**src/rtl/calc_seq_ctrl.sv**
```systemverilog
// rtl/calc_seq_ctrl.sv - frame sequencer between word_rx, the ALU and word_tx
module calc_seq_ctrl #(
    parameter int EXEC_CYCLES    = 1,
    parameter int TIMEOUT_CYCLES = 1000000,
    parameter bit SEND_HI        = 1'b1
) (
    input  logic        clk,
    input  logic        rst_n,
    input  logic [31:0] word_in,
    input  logic        word_valid,
    output logic [31:0] alu_a,
    output logic [31:0] alu_b,
    output logic [3:0]  alu_op,
    input  logic [31:0] alu_lo,
    input  logic [31:0] alu_hi,
    output logic [31:0] tx_word,
    output logic        tx_send,
    input  logic        tx_done,
    output logic        busy,
    output logic        frame_err,
    output logic        overrun,
    output logic [2:0]  state
);

    localparam int TW = $clog2(TIMEOUT_CYCLES + 1);
    localparam int EW = (EXEC_CYCLES > 1) ? $clog2(EXEC_CYCLES) : 1;
    localparam logic [TW-1:0] TO_LAST = TW'(TIMEOUT_CYCLES - 1);
    localparam logic [EW-1:0] EX_LAST = EW'(EXEC_CYCLES - 1);

    typedef enum logic [2:0] {
        ST_IDLE    = 3'd0,
        ST_GET_B   = 3'd1,
        ST_GET_OP  = 3'd2,
        ST_EXEC    = 3'd3,
        ST_SEND_LO = 3'd4,
        ST_WAIT_LO = 3'd5,
        ST_SEND_HI = 3'd6,
        ST_WAIT_HI = 3'd7
    } state_t;

    state_t        state_q, state_d;
    logic [31:0]   alu_a_q, alu_a_d;
    logic [31:0]   alu_b_q, alu_b_d;
    logic [3:0]    alu_op_q, alu_op_d;
    logic [31:0]   lo_q, lo_d;
    logic [31:0]   hi_q, hi_d;
    logic [31:0]   tx_word_q, tx_word_d;
    logic          tx_send_q, tx_send_d;
    logic          busy_q, busy_d;
    logic          frame_err_q, frame_err_d;
    logic          overrun_q, overrun_d;
    logic [TW-1:0] to_cnt_q, to_cnt_d;
    logic [EW-1:0] ex_cnt_q, ex_cnt_d;

    // Next-state and registered-output logic; every output is a flop so the
    // debug state, busy and the tx_send pulse line up cycle-for-cycle.
    always_comb begin
        state_d     = state_q;
        alu_a_d     = alu_a_q;
        alu_b_d     = alu_b_q;
        alu_op_d    = alu_op_q;
        lo_d        = lo_q;
        hi_d        = hi_q;
        tx_word_d   = tx_word_q;
        to_cnt_d    = to_cnt_q;
        ex_cnt_d    = ex_cnt_q;
        frame_err_d = 1'b0;
        overrun_d   = 1'b0;

        case (state_q)
            ST_IDLE: begin
                if (word_valid) begin
                    alu_a_d  = word_in;
                    to_cnt_d = '0;
                    state_d  = ST_GET_B;
                end
            end
            ST_GET_B: begin
                // An arriving word beats a timeout in the same cycle.
                if (word_valid) begin
                    alu_b_d  = word_in;
                    to_cnt_d = '0;
                    state_d  = ST_GET_OP;
                end else if (to_cnt_q == TO_LAST) begin
                    frame_err_d = 1'b1;
                    to_cnt_d    = '0;
                    state_d     = ST_IDLE;
                end else begin
                    to_cnt_d = to_cnt_q + TW'(1);
                end
            end
            ST_GET_OP: begin
                if (word_valid) begin
                    alu_op_d = word_in[3:0];
                    ex_cnt_d = EX_LAST;
                    to_cnt_d = '0;
                    state_d  = ST_EXEC;
                end else if (to_cnt_q == TO_LAST) begin
                    frame_err_d = 1'b1;
                    to_cnt_d    = '0;
                    state_d     = ST_IDLE;
                end else begin
                    to_cnt_d = to_cnt_q + TW'(1);
                end
            end
            ST_EXEC: begin
                // Result is sampled on the last settle cycle; tx_word is
                // loaded alongside so it is valid with the tx_send pulse.
                if (ex_cnt_q == '0) begin
                    lo_d      = alu_lo;
                    hi_d      = alu_hi;
                    tx_word_d = alu_lo;
                    state_d   = ST_SEND_LO;
                end else begin
                    ex_cnt_d = ex_cnt_q - EW'(1);
                end
            end
            ST_SEND_LO: begin
                state_d = ST_WAIT_LO;
            end
            ST_WAIT_LO: begin
                if (tx_done) begin
                    if (SEND_HI) begin
                        tx_word_d = hi_q;
                        state_d   = ST_SEND_HI;
                    end else begin
                        state_d = ST_IDLE;
                    end
                end
            end
            ST_SEND_HI: begin
                state_d = ST_WAIT_HI;
            end
            ST_WAIT_HI: begin
                if (tx_done) begin
                    state_d = ST_IDLE;
                end
            end
            default: begin
                state_d = ST_IDLE;
            end
        endcase

        // Words arriving while a result is being computed or sent are lost.
        if (word_valid && (state_q inside {ST_EXEC, ST_SEND_LO, ST_WAIT_LO,
                                           ST_SEND_HI, ST_WAIT_HI})) begin
            overrun_d = 1'b1;
        end

        tx_send_d = (state_d == ST_SEND_LO) || (state_d == ST_SEND_HI);
        busy_d    = state_d inside {ST_EXEC, ST_SEND_LO, ST_WAIT_LO,
                                    ST_SEND_HI, ST_WAIT_HI};
    end

    // State and output registers with synchronous active-low reset.
    always_ff @(posedge clk) begin
        if (!rst_n) begin
            state_q     <= ST_IDLE;
            alu_a_q     <= '0;
            alu_b_q     <= '0;
            alu_op_q    <= '0;
            lo_q        <= '0;
            hi_q        <= '0;
            tx_word_q   <= '0;
            tx_send_q   <= 1'b0;
            busy_q      <= 1'b0;
            frame_err_q <= 1'b0;
            overrun_q   <= 1'b0;
            to_cnt_q    <= '0;
            ex_cnt_q    <= '0;
        end else begin
            state_q     <= state_d;
            alu_a_q     <= alu_a_d;
            alu_b_q     <= alu_b_d;
            alu_op_q    <= alu_op_d;
            lo_q        <= lo_d;
            hi_q        <= hi_d;
            tx_word_q   <= tx_word_d;
            tx_send_q   <= tx_send_d;
            busy_q      <= busy_d;
            frame_err_q <= frame_err_d;
            overrun_q   <= overrun_d;
            to_cnt_q    <= to_cnt_d;
            ex_cnt_q    <= ex_cnt_d;
        end
    end

    assign alu_a     = alu_a_q;
    assign alu_b     = alu_b_q;
    assign alu_op    = alu_op_q;
    assign tx_word   = tx_word_q;
    assign tx_send   = tx_send_q;
    assign busy      = busy_q;
    assign frame_err = frame_err_q;
    assign overrun   = overrun_q;
    assign state     = state_q;

endmodule

```
**config.mk**
```make
export PLATFORM = sky130hd
export DESIGN_NAME = calc_seq_ctrl
export DESIGN_NICKNAME = d
export VERILOG_FILES = /design/src/rtl/calc_seq_ctrl.sv
export SDC_FILE = /design/constraint.sdc
export NUM_CORES = 1
export LEC_CHECK = 0
export ABC_AREA = 1
export ABC_CLOCK_PERIOD_IN_PS = 3300
export CAP_MARGIN = 30
export CORE_MARGIN = 2
export CORE_UTILIZATION = 30
export CTS_CLUSTER_SIZE = 12
export DETAILED_ROUTE_END_ITERATION = 8
export HOLD_SLACK_MARGIN = 0.03
export PLACE_DENSITY = 0.54
export SETUP_SLACK_MARGIN = 0.4
export SLEW_MARGIN = 20
export SYNTH_ARGS = -nofsm -noshare
export SYNTH_HDL_FRONTEND = slang
export SYNTH_SLANG_ARGS = --single-unit
```
**constraint.sdc**
```tcl
create_clock -name clk -period 3.3 [get_ports clk]
set_clock_uncertainty 0.05 [all_clocks]
set_input_delay 0.33 -clock clk [delete_from_list [all_inputs] [get_ports clk]]
set_output_delay 0.33 -clock clk [all_outputs]
set_load 0.005 [all_outputs]
```
Word-level counts from Yosys, hierarchy flattened
Index checks and enable logic that the tools add are counted.
{"block": "word_totals", "ff_bits": 160, "in_bits": 100}
{"block": "op_classes", "add_sub_neg": 2, "n_eq_ne": 17, "n_mux": 20, "bitwise_logic": 3, "reduce_logical": 17}
{"cell": "32-bit 2-to-1 mux", "n": 2}
{"cell": "32-bit case mux with 2 select lines", "n": 1}
{"cell": "20-bit 2-to-1 mux", "n": 3}
{"cell": "20-bit case mux with 2 select lines", "n": 1}
{"cell": "3-bit == test (second input constant)", "n": 8}
{"cell": "3-bit case mux with 8 select lines", "n": 1}
{"cell": "3-bit 2-to-1 mux", "n": 7}
{"cell": "20-bit by 1-bit adder with 20-bit output (second input constant)", "n": 1}
{"cell": "20-bit == test (second input constant)", "n": 1}
{"cell": "2-bit AND reduction", "n": 6}
{"cell": "5-bit nonzero test", "n": 2}
{"cell": "3-bit by 2-bit == test with 1-bit output (second input constant)", "n": 3}
{"cell": "2-bit inequality test (second input constant)", "n": 4}
{"cell": "2-bit nonzero test", "n": 3}
{"cell": "1-bit 2-to-1 mux", "n": 4}
{"cell": "3-bit by 1-bit == test with 1-bit output (second input constant)", "n": 1}
{"cell": "3-bit logical NOT", "n": 1}
{"cell": "1-bit inverter", "n": 3}
{"cell": "3-bit AND reduction", "n": 1}
{"cell": "3-bit OR reduction", "n": 1}
{"cell": "1-bit case mux with 2 select lines", "n": 1}
{"cell": "2-bit OR reduction", "n": 1}
{"cell": "1-bit logical AND", "n": 1}
{"cell": "1-bit logical OR", "n": 1}
{"cell": "1-bit subtractor (second input constant)", "n": 1}

Longest topological paths before layout
{"block": "depth", "word_depth": 6, "depth_mapped": 10}

Worst setup path after synthesis
Ideal clock, no wire load.
{"block": "synth_timing", "path_type": "reg-to-reg", "from": "register to_cnt_q[0]", "to": "register to_cnt_q[14]", "setup_ns": 0.064, "arrival_ns": 1.352, "slack_ns": 1.834, "path_stages_with_launch": 10, "path_cell_list": "dfxtp_1 ha_1 nand3_1 inv_1 nand3_1 nor2_4 nand2_1 o21ai_0 nand2_1 nor2_1"}
{"block": "synth_via", "elab_chain_len": 4}
{"item": "start, declared", "line_no": "52", "text": "logic [TW-1:0] to_cnt_q, to_cnt_d;"}
{"item": "start signal, assigned", "line_no": "183", "text": "to_cnt_q <= to_cnt_d;"}
{"item": "20-bit by 1-bit adder with 20-bit output / 20-bit == test (equally long branches)"}
{"item": "20-bit 2-to-1 mux *", "line_no": "84, 98"}
{"item": "20-bit 2-to-1 mux *", "line_no": "80", "text": "if (word_valid) begin"}
{"item": "20-bit case mux with 2 select lines *", "line_no": "70", "text": "case (state_q)"}
Mark *: on every way between the ends. The rest lies on a longest branch, timed or not.
A chain may end at the register's enable or synchronous reset.

Worst setup path in the final report
{"block": "layout_timing", "from": "register state_q[1] (netlist: state[1])", "to": "register tx_word_q[27] (netlist: tx_word[27])"}
{"block": "layout_via", "elab_chain_len": 3}
{"item": "start, declared", "line_no": "41", "text": "state_t state_q, state_d;"}
{"item": "start signal, assigned", "line_no": "172", "text": "state_q <= state_d;"}
{"item": "3-bit by 2-bit == test with 1-bit output / 3-bit == test (equally long branches)"}
{"item": "2-bit inequality test (no source line) / 2-bit nonzero test (equally long branches)"}
{"item": "3-bit AND reduction (no source line)"}
{"item": "end signal, assigned", "line_no": "178", "text": "tx_word_q <= tx_word_d;"}
{"item": "end, declared", "line_no": "47", "text": "logic [31:0] tx_word_q, tx_word_d;"}
Several ways; a longest one is shown, not always the timed one.

==> impl_metrics.yaml <==
global_route:
  grt_pass1_vias: 6253
  grt_max_degree: 66
  antenna_found_initial: 1
  grt_pass1_wl_um: 32100
  grt_overflow_total: 0
  grt_usage_pct: 17.1
placement:
  gp_congestion: 0.869
  port_buffers: 206
  place_area_um2: 8770
  dp_hpwl_um: 13100
sta:
  whs_ns: 0.250
  min_period_over_period_pct: 69.8
  fmax_ghz: 0.434
  grt_setup_unrepaired: "no"
  finalCriticalPeriod_ns: 2.30
  worst_pin_slew_ns: 0.814
  fin_tns_setup_ns: 0
  hold_viol_final: 0
  maxSlewViolCount: 0
  setup_viol: 0
  maxSlewHeadroom_pct: 45.6
synth:
  synth.distinct_cells: 32
  syn_avg_cell_area_um2: 7.19
  synthCells: 916
  yosysSeqAreaShare_pct: 48.3
  synth.largest_area_cell: "dfxtp_1"
  syn-num-nets: 1017
  yosys-top-cells-area: "dfxtp_1, nor2_1, o21ai_0"
  ys_seq_elements: 159
  ys_top_cells_by_count: "nor2_1, dfxtp_1, nand2_1, o21ai_0, inv_1"
  synth_top_cell_area_share_pct: 48.3
  synth_most_common_cell: "nor2_1"
  yosys_warnings: 0
  synth-main-ff-cell: "dfxtp_1"
  synth_edf_count: 0
  syn_area_um2: 6590
  synthArstFlopShare_pct: 0
route:
  wl_per_cell_um: 14.1
  drtAntennaViolNets: 0
  drt_iter0_markers: 267
  viasPerCell: 4.58
  first_pass_iters: 4
  num_vias: 6368
  drt-total-wl_um: 19600
  drc_errors: 0
layout:
  syn_to_final_growth_pct: 41.9
  fin_area_um2: 9350
  drive_above_1_share_pct: 5.32
  nNetsFinal: 1197
  utilization_pct: 43.1
  nFillCells: 2256
clock_network:
  cts_hold_buffers: 0
  clockRootBuffer: "clkbuf_16"
  clock_path_buffers: 2
  clkSinkCount: 159
  worstSkewPairLatency_ns: 0.42
  cts.clk_slew.worst_paths_ns: 0.07
  cts_buffers: 17
  tritoncts: "done"
  post_cts_buffers: 0
  post_cts_resized: 0
  htreeDepth: 4
die:
  start_util_pct: 30.4
  core_area_um2: 21700
  die_area_um2: 23200
  dieHeight_um: 152
  num_io_pins: 207
  rows: 54
  die_w_um: 152
worst_setup_path:
  worstPathRequired_ns: 3.56
  path_cells: "nor2_2 -> nand2_2 -> nor2_2 -> nor2_4 -> inv_2 -> o211ai_1 -> a21oi_1"
  critPathLaunchType: "flip-flop"
  reg2regPathDepth: 7
  critPathTopFamily: "simple AND/OR/NAND/NOR gates"
  critPathCaptureType: "flip-flop"
  cp_max_fo: 34
  cp_common_cell: "nor2_2"
  critical_path_class: "flip-flop to flip-flop"
  critical_path_arrival_ns: 2.56
  cp_slowest_cell: "nor2_4"
  slowest_delay_ns: 0.61
  cp.depth: 7
  worst-path-buf-inv: 1
worst_hold_path:
  worst_hold_path_type: "input port to flip-flop"
  holdPathStages: 3
pwr:
  vdd_ir_drop_max_uv: 353
  power.density_nw_per_um2: 589
  leakage_nw: 3.63
flow_run:
  cap_violations: 0
run_status:
  status: "completed"
-- cells by family after synthesis --
group	share of synthesized area, %
buffers and inverters	10.4
adders and majority gates	0.190
and+or+nand+nor	21.9
xor gates and xnor gates	0.399
AOI/OAI and AO/OA	18.8
DFF	48.3
-- registers in the layout, indices dropped and copies added (netlist names) --
register	flops
alu_a	32
alu_b	32
hi_q	32
tx_word	32
to_cnt_q	20
alu_op	4
state	3
busy	1
frame_err	1
overrun	1
tx_send	1
-- worst register-to-register path, stage by stage, from the launching register on --
cell,delay [ns]
dfxtp_1,0.49
nor2_2,0.10
nand2_2,0.08
nor2_2,0.05
nor2_4,0.61
inv_2,0.50
o211ai_1,0.23
a21oi_1,0.09
-- area by class of cell --
type	count	area [um^2]	share of cell area, %
Inverter	110	413	4.42
Sequential cell	159	3180	34.1
Antenna cell	1	2.50	0.0268
Timing Repair Buffer	213	2120	22.7
Multi-Input combinational cell	595	2720	29.1
Clock buffer	20	447	4.78
Clock inverter	12	105	1.12
Tap cell	280	350	3.75
-- placed cells by master, fill, tap and decap left out, drive strengths merged --
| cell | netlist | final |
|---|---|---|
| a21oi | 75 | 75 |
| or2 | 1 | 1 |
| o211ai | 9 | 9 |
| nor3 | 5 | 5 |
| o21bai | 1 | 1 |
| nand2 | 117 | 117 |
| clkinv | 1 | 4 |
| xor2 | 3 | 3 |
| diode | 0 | 1 |
| o22ai | 1 | 1 |
| a31oi | 1 | 1 |
| o21ai | 154 | 154 |
| nor2b | 1 | 1 |
| nor2 | 187 | 187 |
| dfxtp | 159 | 159 |
| nand4 | 10 | 10 |
| nand3b | 2 | 2 |
| inv | 109 | 114 |
| nand3 | 25 | 25 |
| a21o | 1 | 1 |
| ha | 1 | 1 |
| clkbuf | 24 | 20 |
| clkdlybuf4s50 | 0 | 205 |
| nor4 | 1 | 1 |
| buf | 28 | 8 |
| clkinvlp | 0 | 4 |
-- metal layers --
metal / track usage [%] / wire length (um)
met1: 21.7 / 9020
met2: 25.8 / 8230
met3: 8.22 / 2010
met4: 5.47 / 356
met5: 0 / 0
-- per-stage QoR --
stage / instances / total power [mW] / setup WS (ns)
CTS: 1388 / 5.59 / 0.934
detailed placement: 1356 / 3.69 / 0.725
finish: 1390 / 5.51 / 0.997
global route: 1390 / 5.84 / 0.678
global placement: 1356 / 3.69 / 0.781
floorplan: 916 / 3.00 / 1.83
-- worst paths after layout --
kind | startpoint | endpoint | slack, ns
worst max-delay path | state[1] | tx_word[27] | 1.0
worst min-delay path | rst_n | alu_a[12] | 0.25
worst max register to register | state[1] | tx_word[27] | 1.0
worst min register to register | alu_a[21] | alu_a[21] | 0.39
-- power by group --
part           switching (mW)  internal (mW)  total, mW
sequential              0.134           2.17       2.30
clock                   0.865           1.00       1.87
combinational           0.685          0.654       1.34
No activity file was read; power rests on OpenSTA's default activity.
==> edit, RTL diff (config.mk and constraints unchanged) <==
`TIMEOUT_CYCLES`: 1000000 -> 250000.
--- a/src/rtl/calc_seq_ctrl.sv
+++ b/src/rtl/calc_seq_ctrl.sv
@@ -1,7 +1,7 @@
 // rtl/calc_seq_ctrl.sv - frame sequencer between word_rx, the ALU and word_tx
 module calc_seq_ctrl #(
     parameter int EXEC_CYCLES    = 1,
-    parameter int TIMEOUT_CYCLES = 1000000,
+    parameter int TIMEOUT_CYCLES = 250000,
     parameter bit SEND_HI        = 1'b1
 ) (
     input  logic        clk,
Behaviour: same outputs for any inputs over 10 cycles, from zero or initial values and one cycle with rst_n low; that may be too few to reach the edited logic, so the function may still have changed.
==> edit against the unedited design <==
Sequential cell count down 2; utilization up 0.89 points; routed wire length down 2.4%; area after synthesis down 2.8%; total power up 1.1%; maximum frequency up 12%; setup slack better by 0.24 ns; via count down 5.1%; count of clock-buffer cells in the layout unchanged; cell area down 1.4%; first-iteration DRC count up 13%; critical path type unchanged; critical endpoint is now tx_word[26].
==> edit: results (changes against the unedited design) <==
[layout]
number_of_nets_in_the_final_layout = 1163  ; -2.8%
drive_gt1_frac = 0.0567  ; +0.00354
antennaDiodeCount = 0  ; -1

[placement]
place.gp.congestion = 0.861  ; -0.91%
placedCellCount = 1317  ; -2.9%
placedInstanceArea_sq_mm = 0.00861  ; -1.8%

[routing]
met3WireLength_mm = 1.38  ; -31%
drt_pass1_iterations = 5  ; +1
dr_wl_met2_mm = 8.63  ; +4.9%
number_of_drc_markers_in_iteration_0 = 303  ; +13%
met1_length_mm = 8.85  ; -2.0%
vias = 6042  ; -5.1%

[logic_synthesis]
yosys-top-cells-count = sky130_fd_sc_hd__nor2_1, sky130_fd_sc_hd__dfxtp_1, sky130_fd_sc_hd__o21ai_0, sky130_fd_sc_hd__nand2_1, sky130_fd_sc_hd__inv_1
synth_seq_area_share = 0.491  ; +0.00744
postSynthCellCount = 879  ; -4.0%
synthesized_net_count = 980  ; -3.6%
post_synth_main_area_contributors = sky130_fd_sc_hd__dfxtp_1, sky130_fd_sc_hd__o21ai_0, sky130_fd_sc_hd__nor2_1

[timing]
holdWs_ns = 0.355  ; +0.105 ns
final_period_minus_worst_setup_slack_ns = 2.06  ; -0.241 ns
remaining_max_slew_budget_at_the_tightest_pin = 0.575  ; +0.118

[power_and_ir_drop]
power.switching_mw = 1.67  ; -0.85%
irDropWorstVdd_v = 0.000334  ; -5.5%
p_sw_frac = 0.300  ; -0.00603

[floorplanning]
die_width_um = 150  ; -1.4%

[setup_path]
r2r_end = tx_word[26]
worstPathMaxFanout = 32  ; -5.9%
worst_path_max_delay_cell = sky130_fd_sc_hd__dfxtp_1
setup.reg_to_reg.worst_slack_ns = 1.24  ; +0.24 ns
crit_arrival_ns = 2.35  ; -0.21 ns
reg2regPathDepth = 6  ; -1

[global_route]
grtUsageMet2 = 0.260  ; +0.00220
grt_usage = 0.169  ; -0.00222
grt.met3_usage = 0.0636  ; -0.0186
grtUsageMet1 = 0.222  ; +0.00485
antenna_found_initial = 0  ; -1
grt_first_pass_wirelength_mm = 29.9  ; -6.7%

[run_status]
result_of_the_run = finished, final reports clean

[hold_path]
hold_start = rst_n

==> edit: layout make-up <==
type | count | area, sq um
Clock inverter | 12 | 126
Sequential cell | 157 | 3140
Inverter | 99 | 372
Fill cell | 2184 | 11700
Timing Repair Buffer | 214 | 2130
Multi-Input combinational cell | 573 | 2640
Tap cell | 275 | 344
Clock buffer | 20 | 457
==> edit: logic make-up (layout without fill, tap and decap cells) <==
| group | Yosys count | in the layout | synth area share |
|---|---|---|---|
| DFF | 157 | 157 | 0.491 |
| adders and majority gates | 1 | 1 | 0.00195 |
| AOI/OAI and AO/OA | 238 | 238 | 0.191 |
| buffers and inverters | 149 | 345 | 0.0969 |
| xor gates and xnor gates | 3 | 3 | 0.00410 |
| and+or+nand+nor | 331 | 331 | 0.215 |
==> edit: worst max-delay path: cells and delay by family, from the launching register on <==
kind / cells / cell delay [ns]
AOI/OAI and AO/OA: 2 / 0.33
buffers and inverters: 1 / 0.48
DFF: 1 / 0.50
and+or+nand+nor: 3 / 0.61
